File: config.mk
export PLATFORM = sky130hd
export DESIGN_NAME = awg_sweep_controller
export DESIGN_NICKNAME = d
export VERILOG_FILES = /design/src/rtl/awg_pkg.sv /design/src/rtl/awg_dwell_timer.sv /design/src/rtl/awg_sweep_controller.sv
export SDC_FILE = /design/constraint.sdc
export NUM_CORES = 1
export LEC_CHECK = 0
export BUFFER_PORTS_ARGS = -buffer_cell sky130_fd_sc_hd__buf_2
export CAP_MARGIN = 20
export CORE_ASPECT_RATIO = 0.9
export CORE_MARGIN = 2
export CORE_UTILIZATION = 48
export CTS_BUF_LIST = sky130_fd_sc_hd__clkbuf_16
export DETAILED_ROUTE_END_ITERATION = 7
export PLACE_DENSITY = 0.7
export SLEW_MARGIN = 20
export SYNTH_ARGS = -nofsm -noshare
export SYNTH_HDL_FRONTEND = slang
export SYNTH_SLANG_ARGS = --single-unit
File: constraint.sdc
create_clock -name clk -period 5.8 [get_ports clk]
set_input_delay 1.16 -clock clk [delete_from_list [all_inputs] [get_ports clk]]
set_output_delay 1.16 -clock clk [all_outputs]
set_load 0.005 [all_outputs]
File: src/rtl/awg_pkg.sv
// awg_pkg: shared waveform codes, default widths and sequencer state for the AWG blocks
package awg_pkg;
    localparam int FREQ_W = 17;
    localparam int AMP_W  = 10;
    localparam logic [1:0] WAVE_SINE   = 2'b00;
    localparam logic [1:0] WAVE_TRI    = 2'b01;
    localparam logic [1:0] WAVE_SAW    = 2'b10;
    localparam logic [1:0] WAVE_SQUARE = 2'b11;
    typedef enum logic {IDLE, RUN} state_e;
endpackage

File: src/rtl/awg_dwell_timer.sv
// awg_dwell_timer: auto-reloading down-counter; tc_o marks the last clock of each period
// Ports: clk, rst_n (async active-low), load_i (capture period_i and restart),
//        en_i (count enable), period_i (clocks per period minus one), tc_o (terminal count)
module awg_dwell_timer #(
    parameter int W = 24
) (
    input  logic         clk,
    input  logic         rst_n,
    input  logic         load_i,
    input  logic         en_i,
    input  logic [W-1:0] period_i,
    output logic         tc_o
);
    logic [W-1:0] period_q, count_q;
    always_ff @(posedge clk or negedge rst_n) begin
        if (!rst_n) begin
            period_q <= '0;
            count_q  <= '0;
        end else if (load_i) begin
            period_q <= period_i;
            count_q  <= period_i;
        end else if (en_i) begin
            count_q <= (count_q == '0) ? period_q : count_q - 1'b1;
        end
    end
    assign tc_o = en_i && (count_q == '0);
endmodule

File: src/rtl/awg_sweep_controller.sv
// awg_sweep_controller: runs frequency sweeps by driving the waveform generator configuration
// Ports: clk, rst_n (async active-low); start/abort pulses; cfg_* sweep profile latched on start;
//        waveform_type/frequency/amplitude/dc_offset to generator (0 when idle);
//        busy (in RUN), sweep_wrap, done, aborted (1-cycle status pulses). All outputs registered.
module awg_sweep_controller
    import awg_pkg::*;
#(
    parameter int FREQ_W  = awg_pkg::FREQ_W,
    parameter int AMP_W   = awg_pkg::AMP_W,
    parameter int DWELL_W = 24,
    parameter int CNT_W   = 8
) (
    input  logic               clk,
    input  logic               rst_n,
    input  logic               start,
    input  logic               abort,
    input  logic [1:0]         cfg_wave_type,
    input  logic [FREQ_W-1:0]  cfg_start_freq,
    input  logic [FREQ_W-1:0]  cfg_stop_freq,
    input  logic [FREQ_W-1:0]  cfg_step_freq,
    input  logic [DWELL_W-1:0] cfg_dwell,
    input  logic [CNT_W-1:0]   cfg_num_sweeps,
    input  logic [AMP_W-1:0]   cfg_amplitude,
    input  logic [AMP_W-1:0]   cfg_dc_offset,
    output logic [1:0]         waveform_type,
    output logic [FREQ_W-1:0]  frequency,
    output logic [AMP_W-1:0]   amplitude,
    output logic [AMP_W-1:0]   dc_offset,
    output logic               busy,
    output logic               sweep_wrap,
    output logic               done,
    output logic               aborted
);
    state_e              state_q;
    logic [FREQ_W-1:0]   start_q, stop_q, step_q, freq_q, freq_d;
    logic [CNT_W-1:0]    num_q, cnt_q, cnt_d;
    logic [AMP_W-1:0]    amp_q, off_q, amp_room;
    logic [1:0]          wave_q;
    logic                up_q, wrap_q, done_q, aborted_q;
    logic                launch, tc, last_pt;
    logic [FREQ_W:0]     sum, diff;
    logic [DWELL_W-1:0]  period;

    assign launch   = (state_q == IDLE) && start && !abort;
    // Timer holds D-1 so a dwell of 0 behaves as 1 clock per point.
    assign period   = (cfg_dwell == '0) ? '0 : cfg_dwell - 1'b1;
    assign amp_room = {AMP_W{1'b1}} - cfg_dc_offset;
    // One extra bit catches wrap-around so it clamps to stop like an overshoot.
    assign sum      = {1'b0, freq_q} + {1'b0, step_q};
    assign diff     = {1'b0, freq_q} - {1'b0, step_q};
    assign last_pt  = (freq_q == stop_q) || (step_q == '0);
    assign cnt_d    = (cnt_q == {CNT_W{1'b1}}) ? cnt_q : cnt_q + 1'b1;

    always_comb begin
        freq_d = up_q ? ((sum[FREQ_W] || sum[FREQ_W-1:0] > stop_q) ? stop_q : sum[FREQ_W-1:0])
                      : ((diff[FREQ_W] || diff[FREQ_W-1:0] < stop_q) ? stop_q : diff[FREQ_W-1:0]);
    end

    awg_dwell_timer #(.W(DWELL_W)) u_dwell (
        .clk      (clk),
        .rst_n    (rst_n),
        .load_i   (launch),
        .en_i     (state_q == RUN),
        .period_i (period),
        .tc_o     (tc)
    );

    always_ff @(posedge clk or negedge rst_n) begin
        if (!rst_n) begin
            state_q   <= IDLE;
            start_q   <= '0;
            stop_q    <= '0;
            step_q    <= '0;
            freq_q    <= '0;
            num_q     <= '0;
            cnt_q     <= '0;
            amp_q     <= '0;
            off_q     <= '0;
            wave_q    <= '0;
            up_q      <= 1'b0;
            wrap_q    <= 1'b0;
            done_q    <= 1'b0;
            aborted_q <= 1'b0;
        end else begin
            wrap_q    <= 1'b0;
            done_q    <= 1'b0;
            aborted_q <= 1'b0;
            if (state_q == IDLE) begin
                if (launch) begin
                    state_q <= RUN;
                    start_q <= cfg_start_freq;
                    stop_q  <= cfg_stop_freq;
                    step_q  <= cfg_step_freq;
                    num_q   <= cfg_num_sweeps;
                    up_q    <= cfg_stop_freq >= cfg_start_freq;
                    cnt_q   <= '0;
                    freq_q  <= cfg_start_freq;
                    wave_q  <= cfg_wave_type;
                    amp_q   <= (cfg_amplitude > amp_room) ? amp_room : cfg_amplitude;
                    off_q   <= cfg_dc_offset;
                end
            end else if (abort) begin
                state_q   <= IDLE;
                freq_q    <= '0;
                amp_q     <= '0;
                off_q     <= '0;
                wave_q    <= '0;
                aborted_q <= 1'b1;
            end else if (tc) begin
                if (!last_pt) begin
                    freq_q <= freq_d;
                end else begin
                    cnt_q <= cnt_d;
                    if (num_q != '0 && cnt_d == num_q) begin
                        state_q <= IDLE;
                        freq_q  <= '0;
                        amp_q   <= '0;
                        off_q   <= '0;
                        wave_q  <= '0;
                        done_q  <= 1'b1;
                    end else begin
                        freq_q <= start_q;
                        wrap_q <= 1'b1;
                    end
                end
            end
        end
    end

    assign busy          = (state_q == RUN);
    assign frequency     = freq_q;
    assign amplitude     = amp_q;
    assign dc_offset     = off_q;
    assign waveform_type = wave_q;
    assign sweep_wrap    = wrap_q;
    assign done          = done_q;
    assign aborted       = aborted_q;
endmodule
==> results.py, run 1 <==
metrics = {
    "grt": {
        "track_usage_pct": 29.26,
        "grt_pass1_vias": 10880,
        "antenna_found_initial": 1,
        "grt_overflow": 0,
        "grt_max_degree": 93,
        "grt_pass1_wl_um": 59840,
    },
    "logic_synthesis": {
        "synth-compound-area-share_pct": 25.66,
        "synth-simple-area-share_pct": 18.51,
        "synth.area.mux_share_pct": 1.533,
        "synthTopCellsByArea": "dfrtp_1 (33%), ha_1 (10%), o21ai_0 (5.9%)",
        "synth_top_family_by_area": "compound AO/OA/AOI/OAI gates",
        "synth-xor-area-share_pct": 5.183,
        "synth_top_area_share_pct": 33.16,
        "postSynthCellCount": 1455,
        "synthFlopType": "dfrtp_1",
        "syn-cell-area_mm2": 0.01200,
        "synth_cell_types": 78,
        "yosysWarnings": 0,
        "yosys.area.top_type": "dfrtp_1",
        "synth-async-reset-ratio_pct": 100.0,
        "avgSynthCellArea_um2": 8.246,
        "yosysSeqAreaShare_pct": 33.16,
        "postSynthNetCount": 1663,
        "ys_ff_latch": 159,
        "synth_edf_count": 0,
        "synth_fa_ha_area_share_pct": 10.45,
    },
    "sta": {
        "whs_ps": 479.7,
        "rsz0062_at_grt": "no",
        "period_needed_ps": 5320,
        "finalHoldViolCount": 0,
        "finalSetupViolCount": 0,
        "tns_ps": 0,
        "slew_headroom_pct": 25.89,
        "maxSlewViolCount": 0,
        "skew_ps": 14.42,
        "min_period_over_period_pct": 91.73,
        "tightest_slew_ps": 1106,
        "timing.fmax_ghz": 0.1880,
    },
    "clock_tree": {
        "postCtsHoldBufs": 0,
        "cts.sinks": 159,
        "htree_levels": 4,
        "clk_latency_ps": 440,
        "cts.path.max_buffers": 2,
        "cts.clk_slew.worst_paths_ps": 70,
        "ctsRootBufferMaster": "clkbuf_16",
        "cts_setup_buffers": 0,
        "post_cts_resize_count": 0,
        "cts_tree": "done",
        "cts-buffers-inserted": 17,
    },
    "run_status": {
        "outcome": "completed",
    },
    "finish": {
        "final_common_cell": "nand2_1",
        "multi_input_area_mm2": 0.007382,
        "nFillCells": 2269,
        "final_util_pct": 55.75,
        "postLayoutCellArea_mm2": 0.01360,
        "area_delta_synth_final_pct": 13.34,
        "layout-drive-gt1-share_pct": 14.43,
        "fin_cells": 1916,
        "layout_common_cells": "nand2_1 (160), dfrtp_1 (158), buf_2 (150)",
        "final_nets": 1776,
        "antenna_cells": 0,
        "final-seq-area_mm2": 0.003980,
    },
    "setup_path": {
        "crit_path_top_delay_cell": "ha_1",
        "crit_path_start": "frequency[10]",
        "startpoint_type": "register",
        "path_cells": "ha_1 -> inv_1 -> a221oi_1 -> a21boi_0 -> or2_2 -> xnor2_1 -> ha_1 -> and2_0 -> a221o_1 -> a221oi_1 -> o21ai_0 -> a21oi_1 -> buf_4 -> a31oi_1 -> a2111oi_0 -> a21oi_1",
        "critPathMaxFanout": 19,
        "path_class": "register to register",
        "r2r-start": "frequency[10]",
        "max_stage_delay_ps": 680,
        "crit_path_end_kind": "register",
        "worst_ep_arrival_time_ps": 5630,
        "required_ps": 6110,
    },
    "worst_hold_path": {
        "hp-start": "u_dwell.period_q[7]",
        "hold_class": "register to register",
    },
    "drt": {
        "drc": 0,
        "wire_per_inst_um": 19.84,
        "vias": 11490,
        "dr.pass1.iters": 6,
        "drtIter0Drc": 1129,
        "vias_per_cell": 5.996,
        "wl_um": 38000,
        "ant_nets": 0,
    },
    "place": {
        "place.gp.congestion": 0.9937,
        "io_buffers": 151,
        "place_area_mm2": 0.01303,
        "place_hpwl_um": 28560,
        "placed_cells": 1885,
    },
    "power": {
        "p_leak_nw": 6.382,
        "ir_worst_vdd_uv": 217.7,
        "p_per_area_mw_per_mm2": 426.5,
    },
    "floorplanning": {
        "pin_count": 152,
        "start_util_pct": 49.19,
        "die_w_um": 170.7,
        "dieArea_mm2": 0.02628,
        "core-area_mm2": 0.02439,
        "die_h_um": 154.0,
        "num_rows": 54,
    },
    "job": {
        "max_cap_viol_count": 0,
    },
}
## Yosys cell counts (all sizes together), types with 4 or more instances
| cell | count |
|---|---|
| nand4 | 18 |
| inv | 91 |
| buf | 14 |
| or2 | 5 |
| a222oi | 5 |
| nor2b | 9 |
| o31a | 4 |
| nor3 | 47 |
| nand3 | 26 |
| nand2b | 16 |
| nand2 | 160 |
| xnor2 | 48 |
| o211ai | 20 |
| or4 | 5 |
| mux2i | 15 |
| xor2 | 23 |
| dfrtp | 159 |
| a211oi | 17 |
| and4 | 8 |
| o31ai | 29 |
| nor2 | 109 |
| o211a | 4 |
| a21oi | 98 |
| ha | 97 |
| a31oi | 20 |
| a22o | 4 |
| a2111oi | 7 |
| and3 | 14 |
| a31o | 5 |
| nor4 | 17 |
| o22ai | 10 |
| a21o | 42 |
| o21ai | 143 |
| o21a | 13 |
| and2 | 6 |
| a21boi | 5 |
| o2111ai | 7 |
| or3 | 14 |
| a221oi | 4 |
| clkbuf | 61 |
| o22a | 10 |
## sequential cells by signal (all words and copies together) (netlist names), 2 cells and up
name and cells:
stop_q 17, cnt_q 8, frequency 17, u_dwell.period_q 24, amplitude 10, waveform_type 2, step_q 17, num_q 8
dc_offset 10, start_q 17, u_dwell.count_q 24
## logic make-up (layout without fill, tap and decap cells)
group,after synthesis,after routing
buffers and inverters,167,292
and+or+nand+nor,464,464
DFF,159,159
xor gates and xnor gates,71,71
adders and majority gates,99,99
AOI/OAI and AO/OA,477,477
muxes,18,18
## metal layers
metal	up-vias	GRT usage, %	wire length (um)
met2	441	43.09	16350
met3	62	6.049	2836
li1	5509	-	-
met1	5474	43.30	18070
met5	-	0	11
met4	2	8.099	732
## area by class of cell
| type | instances | share of cell area (%) |
|---|---|---|
| clock inverters | 14 | 1.086 |
| well taps | 336 | 3.092 |
| clock buffers | 17 | 3.128 |
| flip-flops and latches | 159 | 29.27 |
| repair buffers | 169 | 6.597 |
| inverters | 92 | 2.540 |
| multi-input cells | 1129 | 54.29 |
## worst paths after layout
path,slack (ps),cells after the start,end
min in group asynchronous,700,1,amplitude[5]
worst max-delay path,480,16,frequency[7]
max in group asynchronous,3860,2,start_q[8]
worst min register to register,480,1,u_dwell.period_q[7]
worst max register to register,480,16,frequency[7]
worst min-delay path,480,1,u_dwell.period_q[7]
## worst max-delay path, delay by kind of cell (launching register included)
family                     cells  cell delay, ps
buffers and inverters          2             320
xor gates and xnor gates       1             250
AOI/OAI and AO/OA              9            2630
and+or+nand+nor                2             540
DFF                            1             460
adders and majority gates      2             980
## where the power goes
part | total (mW) | switching, mW | internal, mW
Combinational | 3.01 | 1.83 | 1.18
Sequential | 1.64 | 0.288 | 1.35
Clock | 1.15 | 0.542 | 0.607
Total | 5.80 | 2.66 | 3.14
## stage by stage
stage | setup WS, ps | power, mW
3_3_place_gp | 742.0 | 4.547
6_report | 479.6 | 5.799
5_1_grt | 88.95 | 6.198
4_1_cts | 617.1 | 5.734
3_5_place_dp | 655.5 | 4.570
2_1_floorplan | 1418 | 3.598
Power figures use the tool's default switching activity.
==> run 2: changes to the inputs <==
==> constraint.sdc (replaced) <==
create_clock -name clk -period 5.5 [get_ports clk]
set_input_delay 1.1 -clock clk [delete_from_list [all_inputs] [get_ports clk]]
set_output_delay 1.1 -clock clk [all_outputs]
set_load 0.005 [all_outputs]
==> results.py, run 2 (synthesized netlist as in run 1, its figures left out) <==
metrics = {
    "setup_path": {
        "reg2reg_slack_ps": 400,
        "critPathMaxFanout": 13,
        "startpoint_type": "register",
        "path_class": "register to register",
        "max_stage_delay_ps": 540,
        "critPathBufInv": 2,
        "path_cells": "inv_1 -> ha_1 -> nor2_1 -> a221oi_1 -> a21boi_0 -> or2_2 -> xnor2_1 -> ha_1 -> and2_0 -> a221o_1 -> a221oi_1 -> o21ai_0 -> a21o_1 -> nor2_1 -> buf_4 -> a21oi_1 -> o311ai_0",
        "r2r-start": "step_q[9]",
        "crit_family": "compound AO/OA/AOI/OAI gates",
        "worst_ep_arrival_time_ps": 5420,
        "required_ps": 5830,
        "crit_path_end_kind": "register",
        "crit_path_top_delay_cell": "ha_1",
        "crit_path_start": "step_q[9]",
    },
    "floorplanning": {
        "pin_count": 152,
        "start_util_pct": 49.19,
        "die_w_um": 170.7,
        "core-area_mm2": 0.02439,
        "die_h_um": 154.0,
        "dieArea_mm2": 0.02628,
        "num_rows": 54,
    },
    "sta": {
        "skew_ps": 12.79,
        "whs_ps": 476.7,
        "min_period_over_period_pct": 92.68,
        "slew_headroom_pct": 30.13,
        "rsz0062_at_grt": "no",
        "finalSetupViolCount": 0,
        "timing.fmax_ghz": 0.1962,
        "maxSlewViolCount": 0,
        "finalHoldViolCount": 0,
        "tns_ps": 0,
        "tightest_slew_ps": 1043,
        "period_needed_ps": 5097,
    },
    "clock_tree": {
        "htree_levels": 4,
        "cts-buffers-inserted": 17,
        "cts_tree": "done",
        "cts.sinks": 159,
        "cts_setup_buffers": 0,
        "clk_latency_ps": 440,
        "postCtsHoldBufs": 0,
        "cts.path.max_buffers": 2,
        "ctsRootBufferMaster": "clkbuf_16",
        "post_cts_resize_count": 0,
        "cts.clk_slew.worst_paths_ps": 80,
    },
    "worst_hold_path": {
        "hold_class": "register to register",
        "hp-start": "u_dwell.period_q[19]",
    },
    "drt": {
        "dr.pass1.iters": 5,
        "wire_per_inst_um": 19.98,
        "drtIter0Drc": 1062,
        "vias_per_cell": 6.026,
        "drc": 0,
        "wl_um": 38340,
        "ant_nets": 0,
        "vias": 11560,
    },
    "place": {
        "placed_cells": 1886,
        "place_hpwl_um": 28810,
        "io_buffers": 151,
        "place.gp.congestion": 0.9819,
    },
    "finish": {
        "final_util_pct": 56.06,
        "final_common_cell": "nand2_1",
        "final_nets": 1778,
        "layout_common_cells": "nand2_1 (160), dfrtp_1 (158), buf_2 (150)",
        "antenna_cells": 0,
        "layout-drive-gt1-share_pct": 14.53,
        "area_delta_synth_final_pct": 13.97,
        "reg_top3": "u_dwell.count_q x24, u_dwell.period_q x24",
        "fin_cells": 1919,
    },
    "grt": {
        "grt_overflow": 0,
        "grt_pass1_wl_um": 60770,
        "grt_max_degree": 86,
        "antenna_found_initial": 0,
        "track_usage_pct": 29.76,
        "grt_pass1_vias": 10950,
    },
    "power": {
        "ir_worst_vdd_uv": 245.2,
        "p_per_area_mw_per_mm2": 453.3,
        "p_leak_nw": 6.421,
    },
    "run_status": {
        "outcome": "completed",
    },
    "job": {
        "max_cap_viol_count": 0,
    },
}
run 2: cell types whose count changed in the layout (fill, tap and decap cells not counted):
cell       delta
bufinv_16     +1
clkinv_2      -1
buf_12        +1
buf_16        +1
inv_1         +1
clkinv_4      +2
inv_6         -2
run 2: layout make-up:
cell class / count / area [um2]
inverters: 92 / 345.3
clock inverters: 15 / 176.4
flip-flops and latches: 159 / 3980
fillers: 2275 / 10720
well taps: 336 / 420.4
repair buffers: 171 / 944.7
clock buffers: 17 / 425.4
multi-input cells: 1129 / 7382
run 2: worst register-to-register path: stages (launching register included):
cell	delay, ps
dfrtp_1	390
inv_1	80
ha_1	540
nor2_1	70
a221oi_1	470
a21boi_0	240
or2_2	380
xnor2_1	300
ha_1	320
and2_0	160
a221o_1	300
a221oi_1	390
o21ai_0	190
a21o_1	270
nor2_1	260
buf_4	240
a21oi_1	80
o311ai_0	310
run 2: layer usage:
layer,GRT usage [%],wire (um)
met1,43.34,17560
met2,43.28,16620
met3,8.366,3385
met4,7.733,770
met5,0,0
run 2: final timing paths:
| check | to | cells past startpoint |
|---|---|---|
| max in group asynchronous | stop_q[13] | 2 |
| worst min-delay path | u_dwell.period_q[19] | 1 |
| worst max-delay path | frequency[15] | 17 |
| min in group asynchronous | dc_offset[3] | 1 |
| worst max register to register | frequency[15] | 17 |
| worst min register to register | u_dwell.period_q[19] | 1 |
run 2: power breakdown:
part	total, mW	leakage, nW	internal (mW)	switching [mW]
combinational	3.21	4.15	1.26	1.94
sequential	1.74	1.98	1.43	0.312
clock	1.25	0.294	0.686	0.566
total	6.20	6.42	3.38	2.82
run 2: metrics by stage:
step	total power [mW]	cell area, um2	setup slack, ps
after floorplan	3.794	12000	1118
after global placement	4.825	13050	820.3
after detailed placement	4.850	13050	602.8
after CTS	6.133	13650	503.7
after global routing	6.621	13670	71.04
final	6.199	13670	402.6
